### src/rtl/pc_sequencer.sv
// Program-counter sequencer: fetch handshake, next-PC mux select and retired count.
// Optional misaligned-PC trap enabled by defining PC_ALIGN_CHECK_EN.
module pc_sequencer #(
  parameter logic [31:0] RESET_VEC = 32'h0000_0000,
  parameter logic [31:0] HALT_VEC  = 32'hFFFF_FFFC
) (
  input  logic        clk,
  input  logic        rst_n,
  output logic        o_imem_req,
  input  logic        i_imem_ready,
  output logic        o_instr_valid,
  input  logic        i_ctrl_valid,
  input  logic        i_is_branch_taken,
  input  logic        i_is_jr,
  input  logic        i_is_halt,
  input  logic [31:0] i_next_pc,
  output logic [1:0]  o_pc_sel,
  output logic [31:0] o_pc,
  output logic [31:0] o_retired,
  output logic        o_halted,
  output logic        o_fault
);

  typedef enum logic [2:0] {
    S_BOOT,
    S_FETCH,
    S_EXEC,
    S_UPDATE,
    S_HALT
  } state_t;

  state_t      r_state;
  logic [1:0]  r_pc_sel;
  logic [31:0] r_pc;
  logic [31:0] r_retired;
  logic        r_instr_valid;
  logic        r_halted;
  logic [1:0]  w_sel_decision;
  logic [31:0] w_pc_load;

  // Halt outranks jump-register, which outranks a taken branch.
  always_comb begin
    w_sel_decision = 2'b00;
    if (i_is_halt)              w_sel_decision = 2'b11;
    else if (i_is_jr)           w_sel_decision = 2'b10;
    else if (i_is_branch_taken) w_sel_decision = 2'b01;
  end

`ifdef PC_ALIGN_CHECK_EN
  logic r_fault;
  logic w_misaligned;
  assign w_misaligned = |i_next_pc[1:0];
  assign w_pc_load    = i_next_pc;
  assign o_fault      = r_fault;
`else
  assign w_pc_load    = {i_next_pc[31:2], 2'b00};
  assign o_fault      = 1'b0;
`endif

  always_ff @(posedge clk or negedge rst_n) begin
    if (!rst_n) begin
      r_state       <= S_BOOT;
      r_pc          <= RESET_VEC;
      r_pc_sel      <= 2'b00;
      r_retired     <= 32'd0;
      r_instr_valid <= 1'b0;
      r_halted      <= 1'b0;
`ifdef PC_ALIGN_CHECK_EN
      r_fault       <= 1'b0;
`endif
    end else begin
      r_instr_valid <= 1'b0;
      case (r_state)
        S_BOOT: r_state <= S_FETCH;
        S_FETCH: begin
          if (i_imem_ready) begin
            r_state       <= S_EXEC;
            r_instr_valid <= 1'b1;
          end
        end
        S_EXEC: begin
          if (i_ctrl_valid) begin
            r_pc_sel <= w_sel_decision;
            r_state  <= S_UPDATE;
          end
        end
        S_UPDATE: begin
          r_pc      <= w_pc_load;
          r_retired <= r_retired + 32'd1;
          if (r_pc_sel == 2'b11) begin
            r_state  <= S_HALT;
            r_halted <= 1'b1;
          end
`ifdef PC_ALIGN_CHECK_EN
          else if (w_misaligned) begin
            r_fault  <= 1'b1;
            r_state  <= S_HALT;
            r_halted <= 1'b1;
          end
`endif
          else begin
            r_state <= S_FETCH;
          end
        end
        S_HALT:  r_halted <= 1'b1;
        default: r_state  <= S_BOOT;
      endcase
    end
  end

  // The external mux must route the halt vector when select 11 is in force.
  a_halt_target: assert property (@(posedge clk) disable iff (!rst_n)
    (r_state == S_UPDATE && r_pc_sel == 2'b11) |-> (i_next_pc == HALT_VEC));

  assign o_imem_req    = (r_state == S_FETCH);
  assign o_instr_valid = r_instr_valid;
  assign o_pc_sel      = r_pc_sel;
  assign o_pc          = r_pc;
  assign o_retired     = r_retired;
  assign o_halted      = r_halted;

endmodule

### config.mk
export PLATFORM = sky130hd
export DESIGN_NAME = pc_sequencer
export DESIGN_NICKNAME = d
export VERILOG_FILES = /design/src/rtl/pc_sequencer.sv
export SDC_FILE = /design/constraint.sdc
export NUM_CORES = 1
export LEC_CHECK = 0
export ABC_CLOCK_PERIOD_IN_PS = 4200
export BUFFER_PORTS_ARGS = -buffer_cell sky130_fd_sc_hd__buf_2
export CORE_MARGIN = 5
export CORE_UTILIZATION = 40
export CTS_CLUSTER_SIZE = 28
export DETAILED_ROUTE_END_ITERATION = 10
export PLACE_DENSITY = 0.79
export SYNTH_ARGS = -nofsm -noshare
export SYNTH_HDL_FRONTEND = slang
export SYNTH_SLANG_ARGS = --single-unit
### constraint.sdc
create_clock -name clk -period 4.2 [get_ports clk]
set_input_delay 0.84 -clock clk [delete_from_list [all_inputs] [get_ports clk]]
set_output_delay 0.84 -clock clk [all_outputs]
set_load 0.03 [all_outputs]
# Word-level counts from Yosys, hierarchy flattened
# Cells that the tools add are included.
[classes]
reduce_logical = 5
n_bitwise = 1
order_cmp = 0
mul = 0
div_mod_pow = 0
n_eq_ne = 8
shifts = 0
mux = 11
n_addsub = 1
[op_table]
columns = ["operator", "count"]
rows = [
  ["adder 32 x 1 -> 32 bit (second input constant)", 1],
  ["one-hot mux 3 bit (5 select lines)", 1],
  ["two-way mux 3 bit", 3],
  ["== test 3 x 2 -> 1 bit (second input constant)", 2],
  ["two-way mux 1 bit", 4],
  ["two-way mux 2 bit", 2],
  ["inequality test 2 bit (second input constant)", 2],
  ["AND reduction 2 bit", 2],
  ["== test 3 x 1 -> 1 bit (second input constant)", 1],
  ["== test 3 bit (second input constant)", 1],
  ["zero test 3 bit", 1],
  ["AND reduction 3 bit", 1],
  ["== test 2 bit (second input constant)", 1],
  ["inequality test 2 x 1 -> 1 bit (second input constant)", 1],
  ["one-hot mux 1 bit (2 select lines)", 1],
  ["nonzero test 2 bit", 1],
  ["inverter 1 bit", 1],
]
[word_totals]
romBits = 0
out_inout_bits = 70
mem_bits_rw = 0
in_bits = 39
latch_bits = 0
reg_bits = 69
memories = 0
word_cells = 32

# Depth between registers and ports, before layout
[logic_depth]
ltp_word = 3
ltp_mapped = 5
ltp_nobuf = 5

# Worst setup path after synthesis
# No wires, ideal clock.
[synth_timing]
path_kind = "register -> output"
startpoint = "register r_state[0]"
endpoint = "output port o_imem_req"
setup_slack_ps = 2116
t_required_ps = 3360
arrival_time_ps = 1244
n_path_buf = 0
stages_incl_launch_ff = 2
path_cell_list = "dfrtp_1 > nor3b_1"
[synth_between]
elab_chain_cells = 1
[synth_rtl]
columns = ["element", "line", "text"]
rows = [
  ["from (decl)", "32", "state_t r_state;"],
  ["from (signal assigned)", "62", "r_state <= S_BOOT;"],
  ["from (signal assigned)", "74", "S_BOOT: r_state <= S_FETCH;"],
  ["from (signal assigned)", "77", "r_state <= S_EXEC;"],
  ["== test 3 x 1 -> 1 bit", "115", "assign o_imem_req = (r_state == S_FETCH);"],
  ["to (decl)", "9", "output logic o_imem_req,"],
]
# Every way passes these cells.

# Final worst setup path
# Ends and elaborated chain as after synthesis.

==> key figures <==
Status
  – Outcome: completed

Pwr
  – Power per standard cell area: 678 nW/um^2
  – Logic pwr share: 38.9%
  – Sw Share: 43.4%
  – Sequential share of power: 39.3%
  – Max VDD drop: 417 uV
  – Cell leakage power: 2.03 nW
  – Clock share of power: 21.8%
  – Internal power: 1.43 mW
  – Net Sw Power: 1.10 mW
  – Pwr Total: 2.53 mW

Yosys
  – Most frequent cells after synthesis: nand2_1 (102), dfrtp_1 (69), xnor2_1 (27)
  – Sequential cell area fraction in the yosys report: 59.0%
  – Area leader, netlist: dfrtp_1
  – Syn Inst Count: 284
  – Most used DFF post-synth: dfrtp_1
  – Synth Cell Area: 2930 sq um
  – Main combinational cell family by area after synthesis: simple AND/OR/NAND/NOR gates
  – Yosys cell types: 28
  – Post-synthesis mux area share: 0%
  – Synthesized area per cell: 10.3 sq um
  – Async SR Flop Fraction: 100%
  – Post-synthesis simple-gate area fraction: 27.6%
  – #FFs+latches synth: 69
  – Proportion of netlist area held by the largest area contributor: 59.0%
  – Largest cells by area after synthesis: dfrtp_1 (59%), nand2_1 (13%), xnor2_1 (8.1%)
  – Count leader, synth: nand2_1
  – Synth Area in XOR/XNOR: 9.28%
  – Synth Area in Compound Gates: 1.37%
  – Post-synth EDFFs: 0
  – Synth warn: 0
  – Post-synthesis adder-cell area fraction: 0.428%

Detailed routing
  – Routed Antenna Nets: 0
  – Pre-Repair DR Iteration Count: 4
  – Via count: 2297
  – Vias per cell: 4.64
  – Met1 wire length: 2710 microns
  – Wire per inst: 13.0 microns
  – WL met3: 475 microns
  – DRC violations left: 0
  – Max Used Layer: met4
  – Initial drt markers: 66
  – Routed length on met2: 3160 microns
  – Final WL: 6440 microns

GRT
  – Total GRT Usage: 14.7%
  – Number of global-route vias before repair: 2248
  – Overflow after GRT: 0
  – Initial antenna violation count: 0
  – First-pass GRT wire length: 10400 microns
  – Largest net degree at the start of global routing: 53

Finish
  – Antenna Cells: 0
  – Fin nets: 431
  – Layout cells sized above 1: 32.8%
  – Reg area: 1730 sq um
  – FILL cells: 641
  – Final Non-Filler Cells: 495
  – Layout area overhead: 27.7%
  – Area of the multi-input gates: 1150 sq um
  – Final instance area: 3740 sq um

Floorplan
  – Chip Width: 95.5 microns
  – CORE AREA: 7180 sq um
  – Die Area: 9130 sq um
  – I/O pins: 109
  – Row cnt: 31
  – Die height: 95.5 microns
  – Initial core utilization: 40.8%

Clock tree
  – CTS root buffer: clkbuf_8
  – Clock buffer depth: 2
  – Setup Buffers After CTS: 0
  – Clk slew on worst S/H paths: 80 ps
  – CTS sink cnt: 69
  – Resized cells post-CTS: 0
  – Htree depth: 3
  – Clock buffer count from CTS: 9
  – Clk Latency, worst-skew pair: 340 ps
  – TritonCTS clock tree: done
  – Hold buffers post-CTS: 0

STA
  – Final Setup Violations: 0
  – F_max: 0.465 GHz
  – Max-slew violations: 0
  – Tmin final: 2150 ps
  – Final-report hold violation count: 0
  – Skew final: 11.8 ps
  – Slew @ Worst Pin: 1120 ps
  – Setup ws final: 2050 ps
  – RSZ-0062 raised after global routing: no
  – Tcrit/Tclk final: 51.3%
  – Slew HR: 25.3%
  – Setup TNS: 0 ps

Placement
  – Setup WS pre-CTS: 2150 ps
  – Placed inst area: 3530 sq um
  – Detailed placement HPWL: 4600 microns
  – Global placer's final weighted congestion: 0.808
  – IO Port Bufs: 103
  – Placed insts: 479

Worst setup path
  – Crit path DAT: 1310 ps
  – Kind of critical path: reg2out
  – Crit Path Max Fanout: 8
  – CP required: 3360 ps
  – Startpoint types: flop
  – Crit path capture type: output pin

Job
  – Max Cap Violations: 0

Hold path
  – Worst min-delay path class: reg2reg
layout by cell type, fill, tap and decap left out, drive strengths merged, types with 3 or more instances in the layout:
| cell type | count |
|---|---|
| a21oi | 5 |
| and3 | 7 |
| and4 | 3 |
| buf | 105 |
| clkbuf | 10 |
| clkinvlp | 3 |
| conb | 3 |
| dfrtp | 69 |
| nand2 | 102 |
| nand3 | 14 |
| nand4 | 13 |
| nor2 | 9 |
| nor4 | 3 |
| xnor2 | 27 |
| xor2 | 4 |
logic make-up (layout without fill, tap and decap cells):
logic type / Yosys count / count (layout)
other cells: 1 / 3
fa+ha+maj: 1 / 1
xor+xnor: 31 / 31
flops: 69 / 69
simple gates: 163 / 163
compound gates: 7 / 7
buf+inv: 12 / 122
worst paths after layout:
path	start	endpoint	slack, ps	depth (start not counted)
max	r_state[0]	o_imem_req	2050	2
min reg2reg	o_retired[31]	o_retired[31]	460	1
max in group asynchronous	rst_n	o_pc[17]	2620	2
max reg2reg	r_state[2]	o_retired[23]	2160	4
min	o_retired[31]	o_retired[31]	460	1
min in group asynchronous	rst_n	o_retired[11]	700	1
state kept, by name (all words and copies together) (netlist names):
register,cells
o_halted,1
r_state,3
o_instr_valid,1
o_retired,32
o_pc,30
o_pc_sel,2
layout make-up:
type,instances,area share (%)
clock buffers,10,3.68
clock inverters,6,1.87
flip-flops and latches,69,46.2
multi-input cells,205,30.7
inverters,1,0.100
repair buffers,105,14.2
well taps,99,3.31
routing by layer:
metal | GRT usage [%] | vias up
met5 | 0 | -
met4 | 4.98 | 0
li1 | - | 1141
met3 | 5.45 | 12
met2 | 24.1 | 72
met1 | 17.8 | 1072
metrics by stage:
stage               utilization, %  hold WS (ps)
detailed placement            49.2           457
finish                        52.1           465
floorplan                        -           489
CTS                           52.1           475
global route                  52.1           478
global placement              49.2           454
worst max-delay path, cell delays in order (launching register included):
cell     delay [ps]
dfrtp_1         490
nor3b_1         240
buf_2           240
power by group through the flow:
| stage | clock network, mW | registers (mW) | logic (mW) |
|---|---|---|---|
| CTS | 0.570 | 0.996 | 1.00 |
| global placement | 0 | 0.998 | 0.980 |
| finish | 0.552 | 0.995 | 0.986 |
| floorplan | 0 | 1.35 | 0.353 |
| global route | 0.599 | 1.02 | 1.08 |
| detailed placement | 0 | 1.00 | 1.00 |
No activity file was read; power rests on OpenSTA's default activity.
